`config.mk`:
```
export PLATFORM = sky130hd
export DESIGN_NAME = fmul_wb_buffer
export DESIGN_NICKNAME = d
export VERILOG_FILES = /design/src/rtl/fmul_wb_buffer.sv
export SDC_FILE = /design/constraint.sdc
export NUM_CORES = 1
export LEC_CHECK = 0
export ABC_AREA = 1
export BUFFER_PORTS_ARGS = -buffer_cell sky130_fd_sc_hd__buf_4
export CORE_MARGIN = 4
export CORE_UTILIZATION = 54
export CTS_CLUSTER_SIZE = 20
export DETAILED_ROUTE_END_ITERATION = 10
export GPL_TIMING_DRIVEN = 1
export PLACE_DENSITY_LB_ADDON = 0.15
export SYNTH_ARGS = -nofsm -noshare
export SYNTH_HDL_FRONTEND = slang
export SYNTH_SLANG_ARGS = --single-unit
export TNS_END_PERCENT = 100
```
`constraint.sdc`:
```
create_clock -name clk -period 3.27 [get_ports clk]
set_input_delay 0.654 -clock clk [delete_from_list [all_inputs] [get_ports clk]]
set_output_delay 0.654 -clock clk [all_outputs]
set_load 0.01 [all_outputs]
```
`src/rtl/fmul_wb_buffer.sv`:
```
// ---------------------------------------------------------------------------
// fmul_wb_buffer
// Small FIFO that holds fmul results until writeback accepts them. Each
// entry stores {result, destination tag, overflow flag}. An entry's overflow
// flag is set when two finite operands produce a result with exponent 255.
//
// Ports
//   clk         rising-edge clock
//   rst         synchronous active-high reset
//   in_valid    fmul result offered          in_ready  buffer not full
//   in_x1/in_x2 fmul operands (IEEE single)   in_y      fmul result
//   in_rd       destination register tag
//   out_valid   head entry valid              out_ready writeback accepts head
//   out_data    head result                   out_rd    head tag
//   out_ovf     head overflow flag
//   count       current occupancy (0..DEPTH)
//   ovf_clr     clears the sticky overflow flag
//   ovf_sticky  sticky overflow flag
//
// Configuration
//   FMUL_WB_OVF_STICKY_EN  when defined, ovf_sticky is set by any push whose
//                          overflow flag is 1 and cleared by ovf_clr (set
//                          wins). When undefined, ovf_sticky is tied to 0
//                          and ovf_clr is ignored.
// ---------------------------------------------------------------------------
module fmul_wb_buffer #(
    parameter int DEPTH = 4,
    parameter int TAG_W = 6
) (
    input  logic                       clk,
    input  logic                       rst,
    input  logic                       in_valid,
    output logic                       in_ready,
    input  logic [31:0]                in_x1,
    input  logic [31:0]                in_x2,
    input  logic [31:0]                in_y,
    input  logic [TAG_W-1:0]           in_rd,
    output logic                       out_valid,
    input  logic                       out_ready,
    output logic [31:0]                out_data,
    output logic [TAG_W-1:0]           out_rd,
    output logic                       out_ovf,
    output logic [$clog2(DEPTH):0]     count,
    input  logic                       ovf_clr,
    output logic                       ovf_sticky
);

    localparam int AW = $clog2(DEPTH);
    localparam int CW = AW + 1;
    localparam logic [CW-1:0] FULL = CW'(DEPTH);

    logic [31:0]      data_mem [DEPTH];
    logic [TAG_W-1:0] rd_mem   [DEPTH];
    logic             ovf_mem  [DEPTH];

    logic [AW-1:0] wr_ptr;
    logic [AW-1:0] rd_ptr;
    logic          ovf;
    logic          push;
    logic          pop;
    logic          not_empty;

    // Finite * finite product that saturated to exponent 255.
    assign ovf = (in_x1[30:23] != 8'hFF) && (in_x2[30:23] != 8'hFF) &&
                 (in_y[30:23] == 8'hFF);

    assign not_empty = (count != '0);

    // Handshakes are masked by rst so nothing moves while reset is held;
    // in_ready ignores the same-cycle pop (no bypass when full).
    assign in_ready  = rst || (count != FULL);
    assign out_valid = !rst && not_empty;
    assign push      = !rst && in_valid && (count != FULL);
    assign pop       = out_valid && out_ready;

    assign out_data = out_valid ? data_mem[rd_ptr] : 32'd0;
    assign out_rd   = out_valid ? rd_mem[rd_ptr]   : '0;
    assign out_ovf  = out_valid ? ovf_mem[rd_ptr]  : 1'b0;

    always_ff @(posedge clk) begin
        if (push) begin
            data_mem[wr_ptr] <= in_y;
            rd_mem[wr_ptr]   <= in_rd;
            ovf_mem[wr_ptr]  <= ovf;
        end
    end

    always_ff @(posedge clk) begin
        if (rst) begin
            wr_ptr <= '0;
            rd_ptr <= '0;
            count  <= '0;
        end else begin
            if (push) wr_ptr <= wr_ptr + AW'(1);
            if (pop)  rd_ptr <= rd_ptr + AW'(1);
            case ({push, pop})
                2'b10:   count <= count + CW'(1);
                2'b01:   count <= count - CW'(1);
                default: count <= count;
            endcase
        end
    end

`ifdef FMUL_WB_OVF_STICKY_EN
    always_ff @(posedge clk) begin
        if (rst)
            ovf_sticky <= 1'b0;
        else if (push && ovf)
            ovf_sticky <= 1'b1;
        else if (ovf_clr)
            ovf_sticky <= 1'b0;
    end
`else
    assign ovf_sticky = 1'b0;
    logic unused_ovf_clr;
    assign unused_ovf_clr = ovf_clr;
`endif

    // Only the exponent fields of the operands matter here.
    logic unused_operand_bits;
    assign unused_operand_bits = ^{in_x1[31], in_x1[22:0], in_x2[31], in_x2[22:0]};

endmodule

```
==> flow_metrics.tcl, run 1 <==
set metrics [dict create \
    status "finished, final reports clean" \
    final_cells 877 \
    antenna_found_initial 0 \
    setup_viol 0 \
    hold_ws_ns 0.401 \
    die_y_um 120 \
    drt_pass1_iterations 5 \
    synth_adder_area_share 0.0122 \
    r2r_setup_slack_ns 1.11 \
    syn-instance-count 597 \
    place_inst 845 \
    crit_fanout 36 \
    port_buffers 101 \
    worst_path_max_delay_cell "dfxtp_2" \
    drt-wirelength-per-cell_um 15.4 \
    core_area_um2 12100 \
    ios 152 \
    cts_sinks 165 \
    synth_xor_area_frac 0 \
    final.min_clock_period_ns 2.82 \
    slew_violations 0 \
    cts_tree "built" \
    synth_cell_types 20 \
    relSlewSlack 0.544 \
    clk-insertion-delay-late_ns 0.42 \
    drv_cap 0 \
    htree_levels 4 \
    yosys.area_share.simple 0.162 \
    synthMuxAreaShare 0 \
    cts_resized 0 \
    worst_r2r_endpoint "count[2]$_SDFFE_PP0P_" \
    post_dp_cell_area_um2 7700 \
    cp.required_ns 2.62 \
    hold_viol_final 0 \
    nNetsFinal 809 \
    initial_utilization 0.557 \
    synth_compound_area_frac 0.0628 \
    synth_top_family_by_area "simple AND/OR/NAND/NOR gates" \
    antenna_left 0 \
    fmax_mhz 355 \
    crit-reg2reg-launch "count[0]$_SDFFE_PP0P_" \
    ys_warn_count 0 \
    area_growth_pct 22.6 \
    power_density_nw_per_um2 585 \
    grt_pass1_vias 4527 \
    rows 40 \
    end_kind "output pin" \
    cts_buffer_depth 2 \
    cts.hold.buffers_added 0 \
    dieWidth_um 120 \
    place_congestion 0.761 \
    ir_worst_vdd_mv 0.430 \
    startpoint_type "register" \
    grt_start_max_net_pins 79 \
    worstSetupPathType "register to output pin" \
    grt_pass1_wl_um 21900 \
    ys_seq_area_frac 0.721 \
    place_hpwl_um 8020 \
    worstPathArrival_ns 2.16 \
    worstPathCellList "buf_4, nor2_1, nor2_1, o21ai_0, a21oi_1, buf_4" \
    final_area_um2 8280 \
    drc 0 \
    leakage_nw 3.33 \
    dieArea_um2 14400 \
    synth_nets 710 \
    post_cts_buffers 0 \
    final_layout_size_suffix_gt1_frac 0.203 \
    ys_ff_latch 165 \
    track_usage 0.199 \
    skew_ns 0.00781 \
    cp-endpoint "out_data[6]" \
    synth_area_um2 6750 \
    path_clk_slew_ns 0.06 \
    gr-total-overflow 0 \
    wl_um 13500 \
    max_stage_delay_ns 0.62 \
    drtIter0Drc 289 \
    cts_buffers 17 \
    vias_per_cell 5.11 \
    worst_pin_slew_ns 0.683 \
    rsz0062_at_grt "no" \
    antenna_cells 0 \
    dr_total_vias 4481 \
    cts_root_buffer "clkbuf_16" \
    hold_class "input pin to register" \
    post-route-period-util 0.861 \
    reg2regPathDepth 11 \
    setup_tns_ns 0 \
    avgSynthCellArea_um2 11.3 \
]
[worst min-delay path by stage]
stage               cells past startpoint                      to                   start
floorplan                               2                register  rd_ptr[0]$_SDFFE_PP0P_
global placement                        2                register  rd_ptr[0]$_SDFFE_PP0P_
detailed placement                      2                register  rd_ptr[0]$_SDFFE_PP0P_
CTS                                     2  wr_ptr[0]$_SDFFE_PP0P_                     rst
global route                            2  wr_ptr[0]$_SDFFE_PP0P_                     rst
finish                                  2  wr_ptr[0]$_SDFFE_PP0P_                     rst
[critical path: cells and delay by family, from the launching register on]
family / cells / cell delay, ns
DFF: 1 / 0.62
buffers and inverters: 2 / 0.61
AOI/OAI and AO/OA: 2 / 0.32
and+or+nand+nor: 2 / 0.18
[logic make-up (layout without fill, tap and decap cells)]
group           after synthesis  after routing
simple gates                289            289
flops                       165            165
compound gates               84             84
buf+inv                      52            164
fa+ha+maj                     6              6
other cells                   1              1
[routing by layer]
layer,GRT usage,part of all wire
met1,0.237,0.39
met2,0.341,0.51
met5,0,0
met4,0.0780,0.020
met3,0.0589,0.077
[cells in the final DEF, fill, tap and decap left out]
cell	count
nand2_1	186
edfxtp_1	156
buf_4	104
nor2_1	91
a21oi_1	42
o21ai_0	41
inv_1	19
clkbuf_16	17
dfxtp_1	8
buf_12	6
clkinv_1	5
nand3_1	5
ha_1	5
nor2_4	4
clkbuf_1	3
clkinv_2	3
bufinv_16	3
nand4_1	2
nand2_2	1
inv_6	1
inv_2	1
a21oi_2	1
fa_1	1
dfxtp_2	1
conb_1	1
clkinvlp_4	1
clkinv_4	1
[power by group]
part	switching, W	internal, W
Clock	0.000740	0.00118
Sequential	0.0000261	0.00238
Combinational	0.000307	0.000199
Total	0.00107	0.00377
[state kept, by name, indices dropped and copies added (netlist names), named ones only]
| signal | cells |
|---|---|
| wr_ptr | 2 |
| rd_ptr | 2 |
| count | 3 |
| ovf_mem | 4 |
| data_mem | 128 |
| rd_mem | 24 |
[through the flow]
| stage | utilization | setup WS, ns | total power (W) |
|---|---|---|---|
| after floorplan | - | 0.229 | 0.00273 |
| after global placement | 0.636 | 0.802 | 0.00294 |
| after detailed placement | 0.636 | 0.770 | 0.00296 |
| after CTS | 0.683 | 0.424 | 0.00487 |
| after global routing | 0.683 | 0.263 | 0.00503 |
| final | 0.683 | 0.455 | 0.00484 |
[synthesized netlist by cell type]
| cell type | number | area share |
|---|---|---|
| conb_1 | 1 | 0.00056 |
| nand3_1 | 5 | 0.0037 |
| clkinv_1 | 2 | 0.0011 |
| buf_2 | 14 | 0.010 |
| fa_1 | 1 | 0.0030 |
| buf_6 | 6 | 0.010 |
| inv_1 | 19 | 0.011 |
| buf_8 | 1 | 0.0022 |
| dfxtp_1 | 9 | 0.027 |
| a21oi_1 | 42 | 0.031 |
| nand4_1 | 2 | 0.0019 |
| o21ai_0 | 41 | 0.030 |
| a21oi_2 | 1 | 0.0013 |
| nor2_1 | 95 | 0.053 |
| buf_4 | 1 | 0.0011 |
| clkbuf_1 | 8 | 0.0044 |
| edfxtp_1 | 156 | 0.69 |
| ha_1 | 5 | 0.0093 |
| inv_6 | 1 | 0.0013 |
| nand2_1 | 187 | 0.10 |
[final cells by class]
class,instances,area [um2]
Tap cell,168,210
Clock buffer,20,437
Multi-Input combinational cell,380,1640
Inverter,22,87.6
Fill cell,919,3830
Sequential cell,165,4870
Timing Repair Buffer,110,901
Clock inverter,12,136
No activity file was read; power rests on OpenSTA's default activity.
==> run 2: changes to the inputs <==
CELL_PAD_IN_SITES_DETAIL_PLACEMENT = 1   (was unset)
CELL_PAD_IN_SITES_GLOBAL_PLACEMENT = 1   (was unset)
CORE_UTILIZATION = 47   (was 54)
CTS_BUF_LIST = sky130_fd_sc_hd__clkbuf_4   (was unset)
clock period = 3.4 ns   (was 3.27 ns; I/O delays follow)
==> run 2 against run 1 <==
Net effect:
- via count grew 4.0%
- hold slack lost 0.077 ns
- critical path type unchanged
- worst setup slack lost 0.10 ns
==> flow_metrics.tcl, run 2 (synthesis results as in run 1) <==
set metrics [dict create \
    clk-insertion-delay-late_ns 0.53 \
    fin_total_pwr_w 0.00393 \
    dieWidth_um 128 \
    post_cts_buffers 0 \
    grt_start_max_net_pins 79 \
    worstPathArrival_ns 2.37 \
    drv_cap 0 \
    n_fill_cell 1507 \
    ir_worst_vdd_mv 0.345 \
    worstSetupPathType "register to output pin" \
    pwr-share-clk 0.283 \
    setup_tns_ns 0 \
    startpoint_type "register" \
    worst_path_max_delay_cell "dfxtp_2" \
    wl_um 15700 \
    gr-total-overflow 0 \
    place_congestion 0.750 \
    hold_class "input pin to register" \
    drt-wirelength-per-cell_um 17.7 \
    final_area_um2 7970 \
    dr_total_vias 4661 \
    switching_power_w 0.000963 \
    grt_pass1_wl_um 25000 \
    cts.hold.buffers_added 0 \
    drtIter0Drc 322 \
    status "finished, final reports clean" \
    rsz0062_at_grt "no" \
    drc 0 \
    layout_commonest_cell "nand2_1" \
    grt_pass1_vias 5066 \
    p_comb_frac 0.127 \
    post-route-period-util 0.897 \
    dieArea_um2 16300 \
    nNetsFinal 811 \
    layout_common_cells "186 x nand2_1, 156 x edfxtp_1, 109 x buf_4" \
    cts_buffer_depth 2 \
    critPathTopFamily "flip-flops" \
    cts_sinks 165 \
    p_sw_frac 0.245 \
    antenna_found_initial 0 \
    initial_utilization 0.482 \
    cp.required_ns 2.72 \
    antenna_left 0 \
    leakage_nw 3.19 \
    worst_pin_slew_ns 0.626 \
    top_register "data_mem" \
    htree_levels 4 \
    drt_pass1_iterations 4 \
    slew_violations 0 \
    antenna_cells 0 \
    vias_per_cell 5.24 \
    die_y_um 128 \
    cts_buffers 17 \
    area_growth_pct 18.0 \
    worstPathCellList "buf_4, nor2_1, nor2_1, o21ai_0, a21oi_1, buf_4" \
    max_stage_delay_ns 0.72 \
    place_hpwl_um 9760 \
    final_layout_size_suffix_gt1_frac 0.206 \
    ios 152 \
    relSlewSlack 0.583 \
    core_area_um2 14000 \
    hold_viol_final 0 \
    largest_reg_flops 128 \
    power_density_nw_per_um2 493 \
    cts_resized 0 \
    p_int_w 0.00296 \
    setup_viol 0 \
    path_clk_slew_ns 0.12 \
    skew_ns 0.0117 \
    fmax_mhz 328 \
    crit_fanout 28 \
    end_kind "output pin" \
    cts_tree "built" \
    rows 43 \
    track_usage 0.197 \
    post_dp_cell_area_um2 7700 \
    cts_root_buffer "clkbuf_4" \
    final.min_clock_period_ns 3.05 \
    port_buffers 101 \
    reg_top3 "data_mem (128), rd_mem (24), ovf_mem (4)" \
    power_frac_seq 0.590 \
    crit_buf_inv 2 \
]
## run 2: layer usage
metal  vias to the layer above  GRT usage  routed length [um]
met5                         -          0                   0
met2                       105      0.343                8240
met3                        27     0.0433                 694
met4                         0     0.0749                 350
li1                       2211          -                   -
met1                      2318      0.241                6420
## run 2: power groups by stage
stage | clock network, W | logic (W) | registers, W
after floorplan | 0 | 0.000270 | 0.00235
after global placement | 0 | 0.000479 | 0.00236
after detailed placement | 0 | 0.000501 | 0.00236
after CTS | 0.00115 | 0.000506 | 0.00232
after global routing | 0.00124 | 0.000554 | 0.00232
final | 0.00111 | 0.000497 | 0.00232
## run 2: area by class of cell
cell class	instances	area [um2]	area share
Clock inverter	14	143	0.0179
Inverter	22	87.6	0.0110
Timing Repair Buffer	112	878	0.110
Multi-Input combinational cell	380	1640	0.206
Tap cell	180	225	0.0283
Sequential cell	165	4870	0.611
Clock buffer	17	128	0.0160
## run 2: metrics by stage
stage          setup slack [ns]  utilization  hold slack (ns)  std cells
6_report                  0.350        0.569            0.324        890
3_5_place_dp              0.734        0.550            0.483        859
5_1_grt                  0.0665        0.569            0.272        890
4_1_cts                   0.258        0.569            0.272        890
2_1_floorplan             0.333            -            0.447        597
3_3_place_gp              0.784        0.550            0.449        859
## run 2: worst register-to-register path: cells and delay by family (launching register included)
kind / cells / cell delay [ns]
buffers and inverters: 2 / 0.11
adder cells (fa/ha/maj): 2 / 0.64
AND/OR/NAND/NOR: 7 / 1.05
flip-flops: 1 / 0.35
## run 2: final timing paths
check                      endpoint  depth (start not counted)  slack [ns]              startpoint
min          wr_ptr[0]$_SDFFE_PP0P_                          2        0.32                     rst
min reg2reg                register                          2        0.53  rd_ptr[0]$_SDFFE_PP0P_
max                     out_data[6]                          6        0.35                register
max reg2reg   count[2]$_SDFFE_PP0P_                         11        1.19   count[0]$_SDFFE_PP0P_
==> run 3: changes to the inputs <==
BUFFER_PORTS_ARGS = unset   (was -buffer_cell sky130_fd_sc_hd__buf_4)
CORE_UTILIZATION = 55   (was 47)
DONT_BUFFER_PORTS = 1   (was unset)
TNS_END_PERCENT = unset   (was 100)
==> run 3 against run 2 <==
Net effect:
- maximum frequency is 0.71% higher
- register-to-register slack worse by 0.03 ns
- wire length is 10% lower
- critical endpoint is now out_data[20]
- power is 9.2% lower
- critical path type unchanged
- highest routed layer unchanged
==> flow_metrics.tcl, run 3 (synthesis results as in run 1) <==
set metrics [dict create \
    worstPathArrival_ns 2.35 \
    path_clk_slew_ns 0.11 \
    cts_buffer_depth 2 \
    worstSetupPathType "register to output pin" \
    antenna_cells 0 \
    final.min_clock_period_ns 3.03 \
    dieArea_um2 14100 \
    drt_pass1_iterations 4 \
    crit_buf_inv 1 \
    hold_class "input pin to register" \
    status "finished, final reports clean" \
    cts_sinks 165 \
    place_hpwl_um 8710 \
    ir_worst_vdd_mv 0.286 \
    cp-endpoint "out_data[20]" \
    place_congestion 0.709 \
    fin_util 0.591 \
    core_area_um2 12000 \
    cts_root_buffer "clkbuf_4" \
    cts.hold.buffers_added 0 \
    crit-reg2reg-launch "count[1]$_SDFFE_PP0P_" \
    grt_pass1_vias 4371 \
    cts_tree "built" \
    relSlewSlack 0.512 \
    r2r_setup_slack_ns 1.16 \
    initial_utilization 0.562 \
    worst_r2r_endpoint "count[2]$_SDFFE_PP0P_" \
    setup_viol 0 \
    reg_top3 "data_mem (128), rd_mem (24), ovf_mem (4)" \
    worst_path_max_delay_cell "dfxtp_2" \
    gr-total-overflow 0 \
    ios 152 \
    dr_total_vias 4176 \
    drt-wirelength-per-cell_um 18.6 \
    post_cts_buffers 0 \
    dieWidth_um 119 \
    crit_fanout 48 \
    drc 0 \
    critPathMostFrequentCell "nor2_1" \
    area_growth_pct 5.19 \
    post-route-period-util 0.891 \
    die_y_um 119 \
    final_cells 758 \
    leakage_nw 2.67 \
    cts_buffers 17 \
    hold_viol_final 0 \
    antenna_left 0 \
    grt_start_max_net_pins 79 \
    worst_pin_slew_ns 0.732 \
    place_inst 726 \
    vias_per_cell 5.51 \
    layout_commonest_cell "nand2_1" \
    layout_common_cells "186 x nand2_1, 156 x edfxtp_1, 91 x nor2_1" \
    track_usage 0.211 \
    reg2regPathDepth 12 \
    cp.required_ns 2.72 \
    n_fill_cell 1266 \
    fmax_mhz 330 \
    final_layout_size_suffix_gt1_frac 0.0769 \
    largest_reg_flops 128 \
    max_stage_delay_ns 0.82 \
    drtIter0Drc 264 \
    skew_ns 0.0106 \
    nNetsFinal 711 \
    rsz0062_at_grt "no" \
    worst-path-stages 5 \
    power_density_nw_per_um2 502 \
    critPathTopFamily "flip-flops" \
    port_buffers 0 \
    rows 40 \
    fin_total_pwr_w 0.00356 \
    top_register "data_mem" \
    cts_resized 0 \
    antenna_found_initial 0 \
    clk-insertion-delay-late_ns 0.54 \
    slew_violations 0 \
    hold_ws_ns 0.195 \
    wl_um 14100 \
    startpoint_type "register" \
    htree_levels 4 \
    end_kind "output pin" \
    grt_pass1_wl_um 22600 \
    setup_tns_ns 0 \
    drv_cap 0 \
    worstPathCellList "buf_12, nor2_1, nor2_1, o21ai_0, a21oi_1" \
]
## run 3: cell count changes in the layout (fill, tap and decap cells not counted)
cell / delta
buf_4: -99
clkbuf_4: +5
bufinv_16: -3
clkinvlp_4: -2
buf_12: -1
clkinv_2: +1
## run 3: how the worst min path moves through the flow
stage / startpoint / end / slack (ns) / depth (start not counted)
CTS: rst / wr_ptr[0]$_SDFFE_PP0P_ / 0.14 / 1
detailed placement: rd_ptr[0]$_SDFFE_PP0P_ / register / 0.47 / 2
global placement: rd_ptr[0]$_SDFFE_PP0P_ / rd_ptr[0]$_SDFFE_PP0P_ / 0.46 / 2
global route: in_y[30] / data_mem[0][30]$_DFFE_PP_ / 0.14 / 0
floorplan: rd_ptr[0]$_SDFFE_PP0P_ / register / 0.45 / 2
finish: rst / wr_ptr[0]$_SDFFE_PP0P_ / 0.20 / 1
## run 3: per-stage QoR
stage,setup WS (ns),area [um2]
after floorplan,0.333,6750
after global placement,0.888,6890
final,0.372,7100
after CTS,0.282,7100
after global routing,0.126,7100
after detailed placement,0.798,6890
## run 3: layout make-up
class	instances	area, um2	share of cell area
multi-input combinational	380	1640	0.231
inverter	22	87.6	0.0123
timing repair buffer	12	115	0.0162
clock buffer	22	165	0.0233
tap	147	184	0.0259
sequential	165	4870	0.685
clock inverter	10	42.5	0.00599
## run 3: metal layers
layer  up-vias  GRT usage  routed length [um]
li1       2011          -                   -
met1      2043      0.249                5630
met2       102      0.366                7380
met3        20     0.0651                 863
met4         0     0.0739                 239
met5         -          0                   0
## run 3: where the power goes
part           internal [W]  switching, W  total [W]
clock              0.000310      0.000592   0.000903
sequential          0.00229     0.0000332    0.00232
combinational     0.0000865      0.000254   0.000341
total               0.00268      0.000880    0.00356
